**src/rtl/gf_2ton_koa_splitter_pipe.sv**
```systemverilog
// Karatsuba operand splitter for GF(2^n) multipliers.
// Each level splits every (x, y) pair into three half-width pairs:
// lo halves, lo^hi, hi halves. NB_LEVELS levels are applied in sequence.
// Build option: define GF_KOA_SPLITTER_STAGE_REG_EN to register every level
// (latency NB_LEVELS). Otherwise all levels are combinational and feed a
// single output register (latency 1). The ready/valid handshake is the same
// in both builds.
module gf_2ton_koa_splitter_pipe #(
    parameter  int NB_DATA   = 128,
    parameter  int NB_LEVELS = 2,
    localparam int NB_SUB    = NB_DATA / (2 ** NB_LEVELS),
    localparam int NB_OUT    = (3 ** NB_LEVELS) * 2 * NB_SUB
) (
    input  logic                 i_clock,
    input  logic                 i_reset_n,
    input  logic [2*NB_DATA-1:0] i_data_bus,
    input  logic                 i_valid,
    output logic                 o_ready,
    output logic [NB_OUT-1:0]    o_data_bus,
    output logic                 o_valid,
    input  logic                 i_ready,
    output logic                 o_busy
);

    localparam int NSLOT   = 3 ** NB_LEVELS;
    localparam int NB_HALF = NSLOT * NB_SUB;
`ifdef GF_KOA_SPLITTER_STAGE_REG_EN
    localparam int NST = NB_LEVELS;
`else
    localparam int NST = 1;
`endif

    if (NB_LEVELS < 1 || NB_LEVELS > 3) begin : g_bad_levels
        $error("NB_LEVELS must be in 1..3");
    end
    if (NB_DATA % (2 ** NB_LEVELS) != 0) begin : g_bad_width
        $error("NB_DATA must be divisible by 2**NB_LEVELS");
    end

    logic [NST-1:0] vld_q;
    logic [NST-1:0] vld_d;
    logic [NST-1:0] ld;
    logic [NST-1:0] vin;

    // Load enables: a stage loads when it is empty or everything after it can move.
    always_comb begin
        logic acc;
        acc = i_ready;
        ld  = '0;
        vin = '0;
        for (int s = NST - 1; s >= 0; s--) begin
            acc   = acc | ~vld_q[s];
            ld[s] = acc;
        end
        vin[0] = i_valid;
        for (int s = 1; s < NST; s++) begin
            vin[s] = vld_q[s-1];
        end
        vld_d = (ld & vin) | (~ld & vld_q);
    end

    // Stage valid flags; cleared immediately by reset so in-flight vectors vanish.
    always_ff @(posedge i_clock or negedge i_reset_n) begin
        if (!i_reset_n) vld_q <= '0;
        else            vld_q <= vld_d;
    end

    assign o_ready = ld[0];
    assign o_valid = vld_q[NST-1];
    assign o_busy  = |vld_q;

    for (genvar k = 0; k < NB_LEVELS; k++) begin : g_lvl
        localparam int NI = 3 ** k;
        localparam int WI = NB_DATA >> k;
        localparam int WO = WI / 2;

        logic [NI*WI-1:0]   x_in,  y_in;
        logic [3*NI*WO-1:0] x_sp,  y_sp;
        logic [3*NI*WO-1:0] x_st,  y_st;

        if (k == 0) begin : g_src
            assign x_in = i_data_bus[NB_DATA-1:0];
            assign y_in = i_data_bus[2*NB_DATA-1:NB_DATA];
        end else begin : g_src
            assign x_in = g_lvl[k-1].x_st;
            assign y_in = g_lvl[k-1].y_st;
        end

        // Split pair j into slots 3j (lo), 3j+1 (lo^hi), 3j+2 (hi).
        always_comb begin
            x_sp = '0;
            y_sp = '0;
            for (int j = 0; j < NI; j++) begin
                x_sp[(3*j)*WO   +: WO] = x_in[j*WI +: WO];
                x_sp[(3*j+1)*WO +: WO] = x_in[j*WI +: WO] ^ x_in[j*WI+WO +: WO];
                x_sp[(3*j+2)*WO +: WO] = x_in[j*WI+WO +: WO];
                y_sp[(3*j)*WO   +: WO] = y_in[j*WI +: WO];
                y_sp[(3*j+1)*WO +: WO] = y_in[j*WI +: WO] ^ y_in[j*WI+WO +: WO];
                y_sp[(3*j+2)*WO +: WO] = y_in[j*WI+WO +: WO];
            end
        end

`ifdef GF_KOA_SPLITTER_STAGE_REG_EN
        logic [3*NI*WO-1:0] x_q, y_q;

        // Level register, loaded only when this stage accepts a valid vector.
        always_ff @(posedge i_clock or negedge i_reset_n) begin
            if (!i_reset_n) begin
                x_q <= '0;
                y_q <= '0;
            end else if (ld[k] && vin[k]) begin
                x_q <= x_sp;
                y_q <= y_sp;
            end
        end

        assign x_st = x_q;
        assign y_st = y_q;
`else
        assign x_st = x_sp;
        assign y_st = y_sp;
`endif
    end

    logic [NB_HALF-1:0] x_fin, y_fin;

`ifdef GF_KOA_SPLITTER_STAGE_REG_EN
    assign x_fin = g_lvl[NB_LEVELS-1].x_st;
    assign y_fin = g_lvl[NB_LEVELS-1].y_st;
`else
    logic [NB_HALF-1:0] x_out_q, y_out_q;

    // Single output register capturing the fully split vector on acceptance.
    always_ff @(posedge i_clock or negedge i_reset_n) begin
        if (!i_reset_n) begin
            x_out_q <= '0;
            y_out_q <= '0;
        end else if (ld[0] && vin[0]) begin
            x_out_q <= g_lvl[NB_LEVELS-1].x_st;
            y_out_q <= g_lvl[NB_LEVELS-1].y_st;
        end
    end

    assign x_fin = x_out_q;
    assign y_fin = y_out_q;
`endif

    for (genvar s = 0; s < NSLOT; s++) begin : g_pack
        assign o_data_bus[s*2*NB_SUB +: 2*NB_SUB] =
            {y_fin[s*NB_SUB +: NB_SUB], x_fin[s*NB_SUB +: NB_SUB]};
    end

endmodule

```
**config.mk**
```make
export PLATFORM = sky130hd
export DESIGN_NAME = gf_2ton_koa_splitter_pipe
export DESIGN_NICKNAME = d
export VERILOG_FILES = /design/src/rtl/gf_2ton_koa_splitter_pipe.sv
export SDC_FILE = /design/constraint.sdc
export NUM_CORES = 1
export LEC_CHECK = 0
export BUFFER_PORTS_ARGS = -buffer_cell sky130_fd_sc_hd__buf_2
export CORE_AREA = 2 2 323 325
export DETAILED_ROUTE_END_ITERATION = 8
export DIE_AREA = 0 0 325 327
export PLACE_DENSITY = 0.48
export SLEW_MARGIN = 25
export SYNTH_ARGS = -nofsm -noshare
export SYNTH_HDL_FRONTEND = slang
export SYNTH_SLANG_ARGS = --single-unit
```
**constraint.sdc**
```tcl
create_clock -name i_clock -period 1.4 [get_ports i_clock]
set_input_delay 0.28 -clock i_clock [delete_from_list [all_inputs] [get_ports i_clock]]
set_output_delay 0.28 -clock i_clock [all_outputs]
set_load 0.02 [all_outputs]
```
==> impl_results.md, run 1 <==
* Fin Hold WS at approximately 55 ps
* Area Overhead vs Synth at 66.9%
* CP startpoint kind: flip-flop
* Die Height at 327 um
* Post-layout instance area at between 0.04 and 0.05 mm2
* Global placer's final weighted congestion at between 0.8 and 0.9
* DR top layer: met5
* Status: finished, violations left
* Root buffer cell: clkbuf_16
* Avg WL per Cell at around 21 um
* Final min period at around 1800 ps
* PwrDens at 1450 mW/mm2
* Worst EP arrival at ~2300 ps
* Fmax at roughly 560 MHz
* DP Area at approximately 0.03 mm2
* Max-slew violations at 0
* Max-cap violations at 0
* Cell variety after synth at 14
* Worst-path clk slew at 60 ps
* TritonCTS buffer count at 68
* Largest net degree at the start of global routing at 64
* Detailed Route WL at 90.3 mm
* Fin nets at around 3,200
* Worst setup path class: flip-flop to flip-flop
* Antenna violations before repair at 2
* Final setup fails at between 1,000 and 1,500
* Met3 wire len at about 7.4 mm
* Synth area leaders: dfrtp_1, mux2_1, xor2_1, xnor2_1, buf_6
* Worst IR Drop VDD at roughly 970 uV
* Vias in the first global route at slightly above 20,000
* Die area at approximately 0.11 mm2
* Slew HR at a little over two thirds
* Starting Density at a little under a quarter
* Hold/Removal Path Class: input pin to flip-flop
* Crit path max fanout at 8
* Via/cell ratio at around 4.2
* GR Util All Layers at between 10% and 20%
* Pre-CTS setup slack at -276 ps
* Avg Synthesized Cell Area at around 15 um2
* Violated checks: negative setup slack
* I/O Buffers at 838
* Core Box Area at roughly 0.10 mm2
* First-pass GRT wire length at 133 mm
* Residual DRC at 0
* H-tree Lvls at 3
* Setup TNS at -152,740 ps
* Hpwl dp at ~65 mm
* Setup ws final at -378 ps
* Syn Std Cell Area at about 0.024 mm2
* Metal-1 WL at 35.2 mm
* Share of the synthesized area in the top cell type at a little under 60%
* Die width at between 300 and 400 um
* Clk_lat worst skew at 620 ps
* RSZ-0062 raised after global routing: true
* Clock sink total at 577
* Pwr Total at 59.4 mW
* Iteration count of the initial detailed-routing pass at 4
* CTS Buffer Depth at 3
* Synthesized net count at 1,886
* Dominant cell type by area after synthesis: dfrtp_1
* Critical Path End Type: flip-flop
* Layout cells sized above 1 at a little over two fifths
* # rows at 118
* Commonest non-fill, non-tap cell in the layout: dfrtp_1
* Critical Path RT at between 1500 and 2000 ps
* Post-Syn Instances at 1,626
* Max Clock Skew at between 20 and 25 ps
* CTS tree: built
* P_leak at ~18 nW
* # IOs at 839
* Final count of hold timing violations at 0
* Via count at 18,351
* Sequential area share after synthesis at 59.0%
* Synth Register Bits at 577
* Tcrit/Tclk final at 127%
* Drt initial violations at ~580
* Met2 wire len at roughly 45 mm
* Gr ovfl total at 0
* Tightest Pin Transition at 456 ps
* Most frequent cells in the layout: dfrtp_1, buf_6, mux2_1
* Yosys Warn Count at 0
* ANT nets after route at 0
per-layer routing:
metal / vias up / GRT usage (%)
met5: - / 0
met4: 4 / 6.40
met3: 147 / 5.89
met2: 646 / 28.7
met1: 9206 / 18.6
li1: 8348 / -
synth_stat cells:
master,n
dfrtp_1,577
mux2_1,480
xor2_1,192
xnor2_1,128
a21oi_1,64
a31oi_1,64
buf_6,53
mux2_2,32
clkbuf_1,18
buf_2,11
buf_1,3
nand2b_1,2
buf_4,1
nand2_2,1
power breakdown:
part           internal, mW  switching (mW)
Clock                  10.9            7.26
Sequential             19.8            2.27
Combinational          9.73            9.47
Total                  40.4            19.0
path summary, 6_finish.rpt:
kind,slack [ps],start,endpoint,cells past startpoint
worst max-delay path,-380,flip-flop,y_fin[19],7
worst min-delay path,60,i_data_bus[162],y_fin[66],2
worst max register to register,-380,flip-flop,y_fin[19],7
worst min register to register,480,x_fin[8],x_fin[8],1
max in group asynchronous,490,i_reset_n,y_fin[285],4
min in group asynchronous,110,i_reset_n,y_fin[275],2
flip-flops by register name, indices dropped and copies added (netlist names), named ones only:
signal  flops
x_fin     288
y_fin     288
final cells by class:
cell class                 instances  area [um2]
tap                             1380        1730
multi-input combinational        963        9510
antenna                            1        2.50
sequential                       577       14400
fill                            9688       62000
clock buffer                     102        2050
clock inverter                    20         244
timing repair buffer            1351       12900
worst max-delay path, stage by stage, from the launching register on:
cell and delay, ps:
dfrtp_2 420, nand2b_4 90, buf_4 140, nand2_8 90, buf_12 150, buf_16 150
bufbuf_16 290, mux2_1 330
kinds of logic (layout without fill, tap and decap cells):
kind of cell	Yosys count	after routing	synth area share [%]
muxes	512	512	23.5
other	0	1	0
and+or+nand+nor	3	3	0.0767
AOI/OAI and AO/OA	128	128	2.94
buffers and inverters	86	1473	3.01
DFF	577	577	59.0
xor gates and xnor gates	320	320	11.4
timing repair:
item	CTS	global route
pin swaps	0	22
endpoints found under the hold margin	441	0
cloned	16	9
resized for setup	1015	70
hold buffers	249	0
buffers inserted	124	8
endpoints found under the setup margin	999	1155
stage by stage:
stage / instances / util (%)
final: 4394 / 39.7
after global routing: 4393 / 39.7
after CTS: 4379 / 39.2
after detailed placement: 3868 / 30.0
after global placement: 3868 / 30.0
after floorplan: 1626 / -
No activity file was read; power rests on OpenSTA's default activity.
==> run 2: changes to the inputs <==
--- a/config.mk
+++ b/config.mk
@@ -9,7 +9,7 @@
 export CORE_AREA = 2 2 323 325
 export DETAILED_ROUTE_END_ITERATION = 8
 export DIE_AREA = 0 0 325 327
-export PLACE_DENSITY = 0.48
+export SETUP_SLACK_MARGIN = 0.2
 export SLEW_MARGIN = 25
 export SYNTH_ARGS = -nofsm -noshare
 export SYNTH_HDL_FRONTEND = slang
==> impl_results.md, run 2 (same netlist as run 1, synthesis figures left out) <==
* Status: finished, violations left
* Violated checks: negative setup slack
* ANT nets after route at 0
* Fmax at between 500 and 600 MHz
* Fin nets at ~3,200
* Tightest Pin Transition at about 630 ps
* Root buffer cell: clkbuf_16
* Tcrit/Tclk final at 125%
* Die area at ~0.11 mm2
* I/O Buffers at ~840
* Pre-CTS setup slack at -210 ps
* Via count at 18,645
* GR Util All Layers at 16.5%
* Antenna violations before repair at 8
* # IOs at 839
* Final count of hold timing violations at 0
* P_leak at ~18 nW
* Slew HR at between 50 and 60%
* Most frequent cells in the layout: dfrtp_1, buf_6, mux2_1
* Critical Path End Type: output pin
* Worst IR Drop VDD at about 1200 uV
* RSZ-0062 raised after global routing: true
* Area Overhead vs Synth at 65.3%
* Worst-path clk slew at roughly 60 ps
* Core Box Area at around 0.1 mm2
* TritonCTS buffer count at a little under 70
* # rows at roughly 120
* Avg WL per Cell at about 21 um
* R2R Setup Slk at -300 ps
* Setup ws final at -343 ps
* First-pass GRT wire length at between 100 and 150 mm
* Hold Path Cell Cnt at 3
* Largest net degree at the start of global routing at just under 70
* Clock sink total at between 500 and 600
* Worst Reg-to-Reg Cells at 7
* Worst setup path class: flip-flop to output pin
* Residual DRC at 0
* Crit path max fanout at 2
* Layout cells sized above 1 at roughly two fifths
* Max Clock Skew at 33.5 ps
* Gr ovfl total at 0
* Via/cell ratio at 4.26
* Hold/Removal Path Class: input pin to flip-flop
* Iteration count of the initial detailed-routing pass at 4
* Max-slew violations at 0
* Pwr Total at between 50 and 60 mW
* Die Height at about 330 um
* Worst hold endpoint: x_fin[284]
* Starting Density at a little under a quarter
* Filler cell count at around 9,500
* Clk_lat worst skew at approximately 640 ps
* CP startpoint kind: flip-flop
* Commonest non-fill, non-tap cell in the layout: dfrtp_1
* Worst EP arrival at between 1000 and 1500 ps
* Final min period at about 1700 ps
* Hold path start: i_data_bus[124]
* Global placer's final weighted congestion at 0.811
* Detailed Route WL at 92.8 mm
* Hpwl dp at about 64 mm
* Post-layout instance area at between 0.04 and 0.05 mm2
* CTS Buffer Depth at 3
* H-tree Lvls at 3
* DP Area at approximately 0.031 mm2
* Critical Path RT at around 1100 ps
* Max-cap violations at 0
* Die width at about 330 um
* PwrDens at 1450 mW/mm2
* CTS tree: built
* Vias in the first global route at around 20,000
* Final setup fails at 1,146
* Drt initial violations at 650
* Reg2reg end: x_fin[180]
==> run 2: changes by cell type in the layout (fill, tap and decap cells not counted), sizes merged <==
cell,previous run,this run
buf,1089,1051
bufinv,4,1
clkbuf,110,120
clkinv,13,16
diode,1,4
dlygate4sd3,249,254
inv,2,3
nand2,1,2
==> run 2: cell type report <==
cell class                 count  area (um2)  share of cell area, %
tap                         1380        1730                   4.26
multi-input combinational    964        9530                   23.5
clock buffer                 103        2020                   4.98
sequential                   577       14400                   35.7
timing repair buffer        1327       12600                   31.0
antenna                        4        10.0                 0.0247
clock inverter                21         210                  0.519
==> run 2: worst max-delay path, cell delays in order (launching register included) <==
cell and delay, ps:
dfrtp_2 420, nand2b_4 80, buf_6 100, buf_12 120, buf_8 120
==> run 2: where the power goes <==
part	switching, mW	total (mW)	internal (mW)
registers	2.28	22.0	19.8
clock network	7.41	17.6	10.2
logic	9.53	18.9	9.42
total	19.2	58.6	39.4
==> run 2: how the worst max path moves through the flow <==
stage	slack, ps	cells after the start	to
after floorplan	-40	6	x_fin[0]
after global placement	-190	6	y_fin[4]
after detailed placement	-210	6	x_fin[279]
after CTS	-420	4	o_ready
after global routing	-440	4	o_ready
final	-340	4	o_ready
==> run 2: what timing repair did <==
| item | in CTS | in global routing |
|---|---|---|
| setup buffers | 91 | 6 |
| endpoints found under the setup margin | 1148 | 1155 |
| pin swaps | 1 | 10 |
| cloned | 11 | 21 |
| hold buffers | 254 | 0 |
| resized for setup | 944 | 71 |
| endpoints found under the hold margin | 629 | 0 |
==> run 2: per-stage QoR <==
| stage | hold WS [ps] | std cells | utilization (%) | TNS, ps |
|---|---|---|---|---|
| 2_1_floorplan | -15.6 | 1626 | - | -18260 |
| 4_1_cts | 7.51 | 4345 | 38.5 | -211660 |
| 5_1_grt | 41.2 | 4376 | 39.3 | -217260 |
| 3_5_place_dp | 171 | 3865 | 30.0 | -85180 |
| 6_report | 67.2 | 4376 | 39.3 | -133650 |
| 3_3_place_gp | 174 | 3865 | 30.0 | -78730 |
==> run 2: per-layer routing <==
layer	share of wire [%]	vias to the layer above	track usage, %
met1	38	9460	18.2
met2	50	727	28.5
met5	0	-	0
li1	-	8320	-
met3	8.1	138	5.55
met4	4.5	0	8.03
